## config.mk

```make
export PLATFORM = sky130hd
export DESIGN_NAME = pc_sequencer
export DESIGN_NICKNAME = d
export VERILOG_FILES = /design/src/rtl/pc_sequencer_pkg.sv /design/src/rtl/sat_counter.sv /design/src/rtl/pc_sequencer.sv
export SDC_FILE = /design/constraint.sdc
export NUM_CORES = 1
export LEC_CHECK = 0
export CAP_MARGIN = 20
export CELL_PAD_IN_SITES_DETAIL_PLACEMENT = 0
export CELL_PAD_IN_SITES_GLOBAL_PLACEMENT = 2
export CORE_MARGIN = 8
export CORE_UTILIZATION = 29
export CTS_CLUSTER_SIZE = 30
export DETAILED_ROUTE_END_ITERATION = 12
export HOLD_SLACK_MARGIN = 0.02
export PLACE_DENSITY = 0.95
export SYNTH_ARGS = -nofsm -noshare
export SYNTH_HDL_FRONTEND = slang
export SYNTH_HIERARCHICAL = 1
export SYNTH_SLANG_ARGS = --single-unit
export TNS_END_PERCENT = 5
```

## constraint.sdc

```tcl
create_clock -name clk -period 5 [get_ports clk]
set_input_delay 1.25 -clock clk [delete_from_list [all_inputs] [get_ports clk]]
set_output_delay 1.25 -clock clk [all_outputs]
set_load 0.01 [all_outputs]
```

## src/rtl/pc_sequencer_pkg.sv

```systemverilog
// rtl/pc_sequencer_pkg.sv - shared state encodings and log2 helper for pc_sequencer
package pc_sequencer_pkg;

    typedef logic [1:0] state_t;

    localparam state_t ST_IDLE = 2'd0;
    localparam state_t ST_RUN  = 2'd1;
    localparam state_t ST_HALT = 2'd2;

    // Smallest r with 2**r >= v; STEP is a power of two, so this is exact.
    function automatic int unsigned log2(input int unsigned v);
        int unsigned r;
        r = 0;
        for (int i = 0; i < 31; i++) begin
            if ((32'd1 << i) < v) begin
                r = i + 1;
            end
        end
        return r;
    endfunction

endpackage

```

## src/rtl/sat_counter.sv

```systemverilog
// rtl/sat_counter.sv - saturating up-counter with synchronous clear
module sat_counter #(
    parameter int W = 16
) (
    input  logic         clk,
    input  logic         rst_n,
    input  logic         clr,
    input  logic         inc,
    output logic [W-1:0] q
);

    logic [W-1:0] r_q;

    always_ff @(posedge clk) begin
        if (!rst_n || clr) begin
            r_q <= '0;
        end else if (inc && (r_q != '1)) begin
            r_q <= r_q + W'(1);
        end
    end

    assign q = r_q;

endmodule

```

## src/rtl/pc_sequencer.sv

```systemverilog
// rtl/pc_sequencer.sv - word-aligned fetch address generator with stall, redirect and wrap/halt
module pc_sequencer
    import pc_sequencer_pkg::*;
#(
    parameter int          ADDR_W = 32,
    parameter int unsigned STEP   = 4,
    parameter int unsigned START  = 0,
    parameter int unsigned LAST   = 60,
    parameter int          WRAP   = 0,
    parameter int          CNT_W  = 16
) (
    input  logic              clk,
    input  logic              rst_n,
    input  logic              start,
    input  logic              stall,
    input  logic              ld_en,
    input  logic [ADDR_W-1:0] ld_addr,
    output logic [ADDR_W-1:0] Addr_o,
    output logic              addr_valid,
    output logic              done,
    output logic              err,
    output logic [CNT_W-1:0]  fetch_cnt
);

    localparam int unsigned       LSB     = log2(STEP);
    localparam logic [ADDR_W-1:0] A_START = ADDR_W'(START);
    localparam logic [ADDR_W-1:0] A_LAST  = ADDR_W'(LAST);
    localparam logic [ADDR_W-1:0] A_STEP  = ADDR_W'(STEP);
    localparam logic [ADDR_W-1:0] A_SPAN  = A_LAST - A_START;

    state_t            r_state;
    logic [ADDR_W-1:0] r_addr;
    logic              r_valid;
    logic              r_done;
    logic              r_err;

    logic [ADDR_W-1:0] w_target;
    logic              w_in_range;
    logic              w_clr;
    logic              w_inc;

    assign w_target = (ld_addr >> LSB) << LSB;
    // Offset trick folds both bounds into one unsigned compare (LAST >= START).
    assign w_in_range = (w_target - A_START) <= A_SPAN;
    assign w_clr      = (r_state != ST_RUN) && start;
    assign w_inc      = (r_state == ST_RUN) && r_valid && !stall;

    always_ff @(posedge clk) begin
        if (!rst_n) begin
            r_state <= ST_IDLE;
            r_addr  <= A_START;
            r_valid <= 1'b0;
            r_done  <= 1'b0;
            r_err   <= 1'b0;
        end else begin
            case (r_state)
                ST_IDLE, ST_HALT: begin
                    if (start) begin
                        r_state <= ST_RUN;
                        r_addr  <= A_START;
                        r_valid <= 1'b1;
                        r_done  <= 1'b0;
                        r_err   <= 1'b0;
                    end
                end
                ST_RUN: begin
                    if (ld_en) begin
                        if (w_in_range) begin
                            r_addr <= w_target;
                        end else begin
                            r_err <= 1'b1;
                            if (WRAP != 0) begin
                                r_addr <= A_START;
                            end else begin
                                r_state <= ST_HALT;
                                r_valid <= 1'b0;
                                r_done  <= 1'b1;
                            end
                        end
                    end else if (!stall) begin
                        if (r_addr == A_LAST) begin
                            if (WRAP != 0) begin
                                r_addr <= A_START;
                            end else begin
                                r_state <= ST_HALT;
                                r_valid <= 1'b0;
                                r_done  <= 1'b1;
                            end
                        end else begin
                            r_addr <= r_addr + A_STEP;
                        end
                    end
                end
                default: begin
                    r_state <= ST_IDLE;
                    r_valid <= 1'b0;
                end
            endcase
        end
    end

    sat_counter #(
        .W (CNT_W)
    ) u_fetch_cnt (
        .clk   (clk),
        .rst_n (rst_n),
        .clr   (w_clr),
        .inc   (w_inc),
        .q     (fetch_cnt)
    );

    assign Addr_o     = r_addr;
    assign addr_valid = r_valid;
    assign done       = r_done;
    assign err        = r_err;

endmodule
```

==> results.cfg, run 1 <==
[outcome]
status = finished, final reports clean

[floorplan]
chipHeight_um = 120
initial_core_util_pct = 29.3
pin_count = 88
die_area_um2 = 14300
floorplan.die.width_um = 120
core.rowCount = 38
core_area_um2 = 10700

[power]
vdd_ir_drop_max_mv = 0.114
power.leakage_nw = 1.36
power_density_nw_per_um2 = 203

[route]
wirelength_mm = 10.4
vias_per_cell = 5.47
ant_nets = 0
remaining_drc_errors = 0
drt_pass1_iterations = 4
wire_per_inst_um = 16.9
drt_iter0_markers = 279
dr_total_vias = 3355

[finish]
final_core_util_pct = 38.7
multi_input_area_um2 = 1900
drive_above_1_share_pct = 6.77
nets = 511
regArea_um2 = 1020
n_antenna_cell = 0
fillCellCount = 1137
final_cells = 613
fin_area_um2 = 4120
area_growth_pct = 32.3

[clocking]
cts-root-buf = clkbuf_8
clockBufferDepth = 2
cts_max_level = 2
numCtsBuffers = 5
cts.sinks = 51
cts_resized = 0
cts_setup_buffers = 0
clk_latency_ps = 310
cts_tree = done
ctsHoldBuffers = 0
clkTransAtPathRegs_ps = 100

[sta]
grt_setup_unrepaired = no
finalSetupViolCount = 0
fmax_mhz = 274
worst_pin_slew_ps = 845
finalCriticalPeriod_ps = 3660
finalHoldViolCount = 0
timing.hold.ws_ps = 485
period_share_pct = 73.1
max_slew_margin_pct = 43.5
slew_violations = 0
worst_clock_skew_ps = 9.66
fin_tns_setup_ps = 0

[placement]
place_area_um2 = 4010
dp_hpwl_mm = 7.78
dp.cells = 605
place_congestion = 0.804
port_buffers = 83

[setup_path]
worstSetupStartpointType = input pin
critPathSlowestCell = nor4_1
crit_arrival_ps = 3870
cp_top_family = simple AND/OR/NAND/NOR gates
path_buf_inv = 2
crit_top_cell = a21o_1
worstPathMaxFanout = 15
worstPathRequired_ps = 5210
crit_chain = clkdlybuf4s50_1 > nor4_1 > nand4_1 > nor2_1 > a211oi_2 > buf_4 > a21o_1 > a21o_1
critPathMaxStageDelay_ps = 630
critPathKind = in2reg
critPathCaptureType = flop

[yosys]
synth_edf_count = 0
ys_types = 68
synth-warning-count = 6
ys_seq_elements = 51
synth_cells = 402
yosys.area.top_type_share_pct = 32.8
syn_avg_cell_area_um2 = 7.75
synth.top_cells.by_count = 51 x dfxtp_1, 40 x nand2_1, 35 x a21oi_1, 26 x o21ai_0, 23 x nand3_1
yosysSeqAreaShare_pct = 32.8
yosysTopAreaCell = dfxtp_1
synth_area_leaders = dfxtp_1 33%, a21oi_1 5.6%, nand2_1 4.8%, o21ai_0 4.2%, nand3_1 3.7%
synth_flop_cell = dfxtp_1
syn-cell-area_um2 = 3120
synth_most_common_cell = dfxtp_1
async_reset_ff_share_pct = 0

[global_routing]
top_usage_layer = met2
grt_max_degree = 29
grt_util_met2_pct = 24.3
antenna_found_initial = 0
use_met1_pct = 17.8
grt_pass1_wl_mm = 16.8
grt_overflow = 0
met3_usage_pct = 3.43
grt_pass1_vias = 3241
grt_use_total_pct = 14.1

[flow_run]
cap_violations = 0

[min_path]
min_path_type = reg2reg
==> worst reg2reg max path, cell delays in order (launching register included) <==
cell      delay [ps]
dfxtp_1          440
ha_1             260
and4b_1          260
nand4_1          150
o311a_1          370
a211oi_2         680
buf_4            350
nor2_1            70
nor3_1           160
==> stage by stage <==
| stage | worst slack, ps | total power, W |
|---|---|---|
| 2_1_floorplan | 2250 | 0.000490 |
| 3_3_place_gp | 946 | 0.000545 |
| 3_5_place_dp | 985 | 0.000546 |
| 4_1_cts | 1310 | 0.000844 |
| 5_1_grt | 1110 | 0.000877 |
| 6_report | 1340 | 0.000836 |
==> state kept, by name, indices dropped and copies added (netlist names) <==
register	cells
Addr_o	30
u_fetch_cnt/q	16
r_state	2
addr_valid	1
done	1
err	1
==> cell usage in the layout, fill, tap and decap left out, types with 5 or more instances in the layout <==
cell type	count
dfxtp_1	51
nor4_1	16
o41ai_1	5
or4_1	5
a21oi_1	35
nand4_1	9
clkbuf_8	5
a31oi_1	6
o21ai_0	26
and2_1	6
a41oi_1	5
nand2_1	40
nor3_1	12
inv_1	15
and4_1	7
or3_1	7
o22ai_1	10
clkdlybuf4s50_1	83
o31ai_1	11
nand3_1	23
nor2_1	22
==> final cells by class <==
type                            instances  share of cell area, %
Clock inverter                          3                   1.06
Clock buffer                            5                   1.67
Sequential cell                        51                   24.8
Multi-Input combinational cell        312                   46.0
Inverter                               15                   1.37
Tap cell                              140                   4.25
Timing Repair Buffer                   87                   20.9
==> final timing paths <==
kind                            slack (ps)         end  cells past startpoint         from
worst max-delay path                  1340  Addr_o[18]                      8  ld_addr[12]
worst min-delay path                   480         err                      2          err
worst max register to register        2200   Addr_o[9]                      8    Addr_o[2]
worst min register to register         480         err                      2          err
==> where the power goes <==
part / internal [W] / switching, W
Clock: 0.000149 / 0.000150
Sequential: 0.000413 / 0.00000998
Combinational: 0.0000557 / 0.0000579
==> cell families (layout without fill, tap and decap cells) <==
kind of cell / after synthesis / count (layout) / share of synthesized area (%)
flip-flops: 51 / 51 / 32.8
AO/OA/AOI/OAI: 128 / 128 / 26.5
other: 1 / 2 / 0.120
multiplexers: 1 / 1 / 0.361
AND/OR/NAND/NOR: 178 / 178 / 32.6
buffers and inverters: 40 / 110 / 6.51
XOR/XNOR: 1 / 1 / 0.281
adder cells (fa/ha/maj): 2 / 2 / 0.803
==> metal layers <==
layer  part of all wire (%)  routed length, um
met2                     49               5130
met1                     44               4600
met4                   0.66                 68
met3                    5.6                579
met5                      0                  0
Power figures use the tool's default switching activity.
==> run 2, diff against run 1 <==
--- a/config.mk
+++ b/config.mk
@@ -9,11 +9,11 @@
 export CELL_PAD_IN_SITES_DETAIL_PLACEMENT = 0
 export CELL_PAD_IN_SITES_GLOBAL_PLACEMENT = 2
 export CORE_MARGIN = 8
-export CORE_UTILIZATION = 29
+export CORE_UTILIZATION = 24
 export CTS_CLUSTER_SIZE = 30
 export DETAILED_ROUTE_END_ITERATION = 12
 export HOLD_SLACK_MARGIN = 0.02
-export PLACE_DENSITY = 0.95
+export PLACE_DENSITY = 0.88
 export SYNTH_ARGS = -nofsm -noshare
 export SYNTH_HDL_FRONTEND = slang
 export SYNTH_HIERARCHICAL = 1
==> constraint.sdc (replaced) <==
create_clock -name clk -period 2.97 [get_ports clk]
set_input_delay 0.7425 -clock clk [delete_from_list [all_inputs] [get_ports clk]]
set_output_delay 0.7425 -clock clk [all_outputs]
set_load 0.01 [all_outputs]
==> run 2 against run 1 <==
Net effect: count of clock-buffer cells in the layout up 1; worst hold slack better by 8.5 ps; highest routed layer unchanged; largest power group unchanged; register-to-register slack worse by 1700 ps.
==> results.cfg, run 2 (synthesis gave the netlist of run 1 again) <==
[route]
remaining_drc_errors = 0
dr_total_vias = 3384
drt_pass1_iterations = 4
ant_nets = 0
wirelength_mm = 10.7
wire_per_inst_um = 16.2
drt_iter0_markers = 261
vias_per_cell = 5.13

[clocking]
numCtsBuffers = 5
clockBufferDepth = 2
cts_setup_buffers = 0
cts.sinks = 51
cts_resized = 0
ctsHoldBuffers = 0
clkTransAtPathRegs_ps = 70
clk_latency_ps = 290
cts_tree = done
cts_max_level = 2
cts-root-buf = clkbuf_16

[setup_path]
worstSetupStartpointType = input pin
worstPathRequired_ps = 3140
crit_arrival_ps = 2750
timing.rr.start = Addr_o[10]
worstPathMaxFanout = 11
reg2reg_slack_ps = 540
r2r-end = Addr_o[31]
rr_worst_depth = 5
critPathCaptureType = flop
critPathKind = in2reg

[sta]
finalSetupViolCount = 0
worst_clock_skew_ps = 5.65
period_share_pct = 86.9
finalHoldViolCount = 0
slew_violations = 0
fin_tns_setup_ps = 0
finalCriticalPeriod_ps = 2580
fmax_mhz = 388
timing.hold.ws_ps = 493
grt_setup_unrepaired = no

[finish]
nets = 527
area_growth_pct = 39.7
layout_commonest_cell = clkdlybuf4s50_1
final_cell_mix = 83 x clkdlybuf4s50_1, 51 x dfxtp_1, 40 x nand2_1
n_antenna_cell = 0
largest_reg_flops = 30
final_cells = 660
drive_above_1_share_pct = 9.43

[min_path]
min_path_type = reg2reg
hold_end = err
hold_start = err
worstHoldPathCells = 2

[flow_run]
cap_violations = 0

[power]
power.leakage_nw = 1.47
vdd_ir_drop_max_mv = 0.204
power_density_nw_per_um2 = 360

[floorplan]
floorplan.die.width_um = 130
chipHeight_um = 130
initial_core_util_pct = 24.6
core_area_um2 = 12700
core.rowCount = 41
pin_count = 88
die_area_um2 = 16900

[placement]
dp.cells = 653
port_buffers = 83
dp_hpwl_mm = 8.19
place_congestion = 0.815

[global_routing]
antenna_found_initial = 0
grt_pass1_wl_mm = 16.8
grt_pass1_vias = 3175
grt_use_total_pct = 12.5
grt_max_degree = 19
grt_overflow = 0

[outcome]
status = finished, final reports clean
==> run 2: cell types whose count changed in the layout (fill, tap and decap cells not counted), sizes merged <==
cell and delta:
clkbuf +1, buf +16, clkinv -2
==> run 2: metal layers <==
layer | up-vias | global-route usage [%] | share of wire [%]
met4 | 0 | 3.01 | 0.57
met5 | - | 0 | 0
li1 | 1714 | - | -
met2 | 81 | 20.9 | 49
met1 | 1583 | 15.6 | 45
met3 | 6 | 3.30 | 6.0
==> run 2: worst max-delay path by stage <==
stage	from	to	cells after the start	slack, ps
6_report	ld_addr[11]	Addr_o[27]	9	390
5_1_grt	ld_addr[11]	Addr_o[27]	9	190
4_1_cts	ld_addr[11]	Addr_o[27]	9	380
3_5_place_dp	ld_addr[11]	Addr_o[21]	9	60
3_3_place_gp	ld_addr[11]	Addr_o[18]	9	120
2_1_floorplan	ld_addr[16]	Addr_o[8]	7	720
==> run 2: area by class of cell <==
class                      instances  area (um2)
sequential                        51        1020
timing repair buffer             103        1010
multi-input combinational        312        1900
clock buffer                       6         129
clock inverter                     1        30.0
fill                            1371        8320
tap                              172         215
inverter                          15        56.3
==> run 2: where the power goes <==
part	switching [W]	internal [W]	leakage, nW
Combinational	0.000100	0.000107	0.980
Clock	0.000252	0.000394	0.0769
Sequential	0.0000179	0.000696	0.412
==> run 2: critical path, cell delays in order <==
cell and delay (ps):
clkdlybuf4s50_1 490, nor4_1 340, buf_4 170, nand4_1 80
nor2_1 270, a211oi_2 160, buf_4 200, o21ai_0 200
o31ai_1 90
==> run 2: stage by stage <==
step           power, W  setup slack, ps  instance area, um2  util [%]
6_report        0.00157              389                4350      34.4
5_1_grt         0.00163              191                4350      34.4
4_1_cts         0.00159              379                4350      34.4
3_5_place_dp   0.000936             62.9                4190      33.1
3_3_place_gp   0.000934              122                4190      33.1
2_1_floorplan  0.000824              723                3120         -
==> RTL change 1: new RTL, config.mk and constraints of run 2 <==
The parameter `CNT_W` goes from 16 to 24.
--- a/src/rtl/pc_sequencer.sv
+++ b/src/rtl/pc_sequencer.sv
@@ -7,7 +7,7 @@
     parameter int unsigned START  = 0,
     parameter int unsigned LAST   = 60,
     parameter int          WRAP   = 0,
-    parameter int          CNT_W  = 16
+    parameter int          CNT_W  = 24
 ) (
     input  logic              clk,
     input  logic              rst_n,
Ports: changed (resized fetch_cnt); port bits go from 88 to 96. No check against the original RTL was run, so the function may have changed too.
==> RTL change 1 against run 2 <==
- synthesized area rose by 10%
- power grew 34%
- sequential power increased by 15%
- sequential cell count is 8 higher
- count of clock-buffer cells in the layout grew 9
- via count increased by 12%
- clock power grew 66%
- final area up 13%
- setup slack better by 0.062 ns
- wire length up 11%
==> RTL change 1: results (changes against run 2) <==
hold_sp done$_SDFFE_PN0P_; met1 wire length 5150 um (+7.2%); drt first pass iters 4 (unchanged); first-pass GRT wire length 19030 um (+13%); Mapped Avg Cell Area 7.735 um2 (-0.19%); Post-Place Cells 711 (+8.9%); fraction of layout cells with a size suffix above 1 9.506% (+0.080 points); vias per cell 5.224 (+1.9%); IR drop worst, VDD 0.0003144 V (+54%); Critical path origin ld_addr[12]; Placed Area 4593 um2 (+9.5%); status finished clean; register area share after synthesis 34.31% (+1.5 points); skew final 0.006003 ns (+0.0003569 ns); clock latency on the worst-skew pair 0.32 ns (+0.03 ns); WP data arrival 2.71 ns (-0.04 ns); synth unique cells 65 (-4.4%); wire per inst 16.38 um (+0.87%); GRT Total Usage 12.90% (+0.41 points); GP Congestion 0.8124 (-0.32%); metal2 WL 5642 um (+8.3%); Num CTS Buffers 9 (+4); I/O Buffers 91 (+9.6%); most instantiated cells after synthesis dfxtp_1, nand2_1, a21oi_1, nor2_1, o21ai_0; Detailed Place HPWL 9075 um (+11%); nets 581 (+10%); Starting DRT DRC Count 289 (+11%); number of global-route vias before repair 3681 (+16%); metal3 WL 987 um (+54%); Post-Layout Cell Count 727 (+10%); largest net degree at the start of global routing 21 (+2); Lkg Pwr 1.669 nW (+14%); crit-path max FO 12 (+1); H-tree depth 3 (+1); clk slew on worst S/H paths 0.05 ns (-0.02 ns)
RTL change 1: final cells by class:
type | instances | area (um2)
clock inverter | 1 | 30.03
multi-input combinational | 345 | 2046
timing repair buffer | 113 | 1089
clock buffer | 15 | 277.8
tap | 180 | 225.2
inverter | 14 | 52.55
sequential | 59 | 1181
fill | 1467 | 9034
RTL change 1: logic make-up (layout without fill, tap and decap cells):
kind of cell               Yosys count  count (layout)  synth area share, %
and+or+nand+nor                    200             200                31.59
AOI/OAI and AO/OA                  129             129                23.74
DFF                                 59              59                34.31
buffers and inverters               42             143                6.361
xor gates and xnor gates            10              10                2.545
adders and majority gates            2               2               0.7269
muxes                                2               2               0.6179
other                                1               2               0.1089
RTL change 1: metal layers:
metal	global-route usage [%]	vias to the layer above
li1	-	1861
met5	0	-
met3	4.340	12
met4	3.455	0
met1	15.61	1824
met2	21.30	101
RTL change 1: report_power, final:
group | total [mW] | switching, mW | internal, mW
registers | 0.822 | 0.0171 | 0.805
logic | 0.211 | 0.104 | 0.106
clock network | 1.07 | 0.352 | 0.719
RTL change 1: metrics by stage:
step | hold WS (ns) | setup WS [ns]
global placement | 0.4586 | 0.1391
global route | 0.4924 | 0.1992
floorplan | 0.4780 | 0.7231
CTS | 0.4744 | 0.4123
detailed placement | 0.4671 | 0.08604
finish | 0.4696 | 0.4514
RTL change 1: final timing paths:
kind / endpoint / slack [ns] / cells after the start
min reg2reg: done$_SDFFE_PN0P_ / 0.47 / 2
max: Addr_o[27]$_SDFFE_PN0P_ / 0.45 / 10
min: done$_SDFFE_PN0P_ / 0.47 / 2
max reg2reg: Addr_o[24]$_SDFFE_PN0P_ / 0.62 / 6
RTL change 1: worst max-delay path, stage by stage:
cell	delay [ns]
clkdlybuf4s50_1	0.49
nor4_1	0.31
buf_4	0.18
nand4_1	0.09
nor2_1	0.19
buf_4	0.15
a211oi_2	0.09
buf_4	0.20
o21ai_0	0.18
o31ai_1	0.09
==> RTL change 2: new RTL, flow settings as in run 2 <==
Without the edit above. Register the output `fetch_cnt`, cleared by the reset; this adds one clock of latency there. The other outputs are not delayed to match.
--- a/src/rtl/pc_sequencer.sv
+++ b/src/rtl/pc_sequencer.sv
@@ -27,6 +27,8 @@
     localparam logic [ADDR_W-1:0] A_LAST  = ADDR_W'(LAST);
     localparam logic [ADDR_W-1:0] A_STEP  = ADDR_W'(STEP);
     localparam logic [ADDR_W-1:0] A_SPAN  = A_LAST - A_START;
+
+    logic [CNT_W-1:0] fetch_cnt_d;
 
     state_t            r_state;
     logic [ADDR_W-1:0] r_addr;
@@ -106,7 +108,7 @@
         .rst_n (rst_n),
         .clr   (w_clr),
         .inc   (w_inc),
-        .q     (fetch_cnt)
+        .q     (fetch_cnt_d)
     );
 
     assign Addr_o     = r_addr;
@@ -114,4 +116,12 @@
     assign done       = r_done;
     assign err        = r_err;
 
+    always_ff @(posedge clk) begin
+        if (!rst_n) begin
+            fetch_cnt <= '0;
+        end else begin
+            fetch_cnt <= fetch_cnt_d;
+        end
+    end
+
 endmodule
Function: changed (Yosys sat finds a counterexample within 4 cycles, from zero or initial values and one cycle with rst_n low).
==> RTL change 2 against run 2 <==
- critical path type unchanged
- critical endpoint is now Addr_o[21]$_SDFFE_PN0P_
- hold slack lost 0.034 ns
- first-iteration DRC count rose by 4.6%
- highest routed layer unchanged
- combinational power increased by 89%
- sequential power grew 38%
- power increased by 61%
- via count grew 16%
- setup slack got worse by 0.057 ns
- largest cell class unchanged
- final area is 21% higher
- fmax down 2.2%
- sequential cell count up 16
- die area increased by 20%
- synthesized area up 22%
- wire length rose by 22%
- sequential share of layout area grew 2.0 points
==> RTL change 2: results (changes against run 2) <==
met1 wire length 5583 um (+16%); metal3 WL 965 um (+50%); sequential cell area share 25.46% (+2.0 points); die footprint 20180 um2 (+20%); skew final 0.005534 ns (-0.0001117 ns); buffering overhead 19.76% (-3.4 points); largest net degree at the start of global routing 32 (+13); GP Congestion 0.8362 (+2.6%); clock latency on the worst-skew pair 0.33 ns (+0.04 ns); sw frac 26.12% (+2.5 points); Post-Layout Cell Count 746 (+13%); H-tree depth 3 (+1); Detailed Place HPWL 9680 um (+18%); Clock Sinks 67 (+31%); Critical path origin ld_addr[30]; Crit Reg-Reg Endpoint Addr_o[29]$_SDFFE_PN0P_; Clock power frac 45.6% (+4.4 points); wire per inst 17.55 um (+8.1%); Multi-input gate area 2271 um2 (+20%); CP Capture Point Addr_o[21]$_SDFFE_PN0P_; synth unique cells 75 (+10%); metal2 WL 6363 um (+22%); Hold WS 0.4592 ns (-0.03393 ns); IR drop worst, VDD 0.0003010 V (+47%); GRT Total Usage 12.79% (+0.30 points); status finished clean; count of non-CTS buffers in the layout 106 (+2.9%); Placed Area 4942 um2 (+18%); Starting DRT DRC Count 273 (+4.6%); Syn Inst Count 440 (+9.5%); Lkg Pwr 1.900 nW (+29%); fraction of layout cells with a size suffix above 1 12.64% (+3.2 points); Logic inverters 7 (-8); CP max stage delay 0.52 ns (+0.03 ns); most instantiated cells after synthesis dfxtp_1, nand2_1, nor2_1, a21oi_1, nand3_1; synthesis-to-layout area growth 38.16%; worst slack at placement 0.03685 ns (-0.02606 ns); FF-to-FF Start Addr_o[2]$_SDFFE_PN0P_; WP data arrival 2.92 ns (+0.17 ns); nets 564 (+7.0%); clock network area share 6.056% (+2.4 points)
## RTL change 2: cell count changes after synthesis, sizes merged, moves of 6 or more
cell	before	now
o21ai	29	14
a21oi	35	23
nand2	40	33
o22a	1	13
a211oi	1	9
inv	15	6
and3	5	12
buf	9	17
or3	8	2
dfxtp	51	67
o22ai	10	4
a221oi	0	11
and2	7	20
## RTL change 2: cell families (layout without fill, tap and decap cells)
| family | count (synthesis) | count (layout) | share of synthesized area, % |
|---|---|---|---|
| xor+xnor | 3 | 3 | 0.6891 |
| flops | 67 | 67 | 35.17 |
| fa+ha+maj | 2 | 2 | 0.6561 |
| other cells | 1 | 2 | 0.09833 |
| simple gates | 191 | 191 | 29.66 |
| mux | 4 | 4 | 1.083 |
| buf+inv | 40 | 129 | 5.380 |
| compound gates | 132 | 132 | 27.26 |
## RTL change 2: per-layer routing
layer / up-vias / track usage (%)
met5: - / 0
met4: 0 / 3.731
met3: 17 / 3.522
met2: 125 / 21.37
met1: 1909 / 15.68
li1: 1886 / -
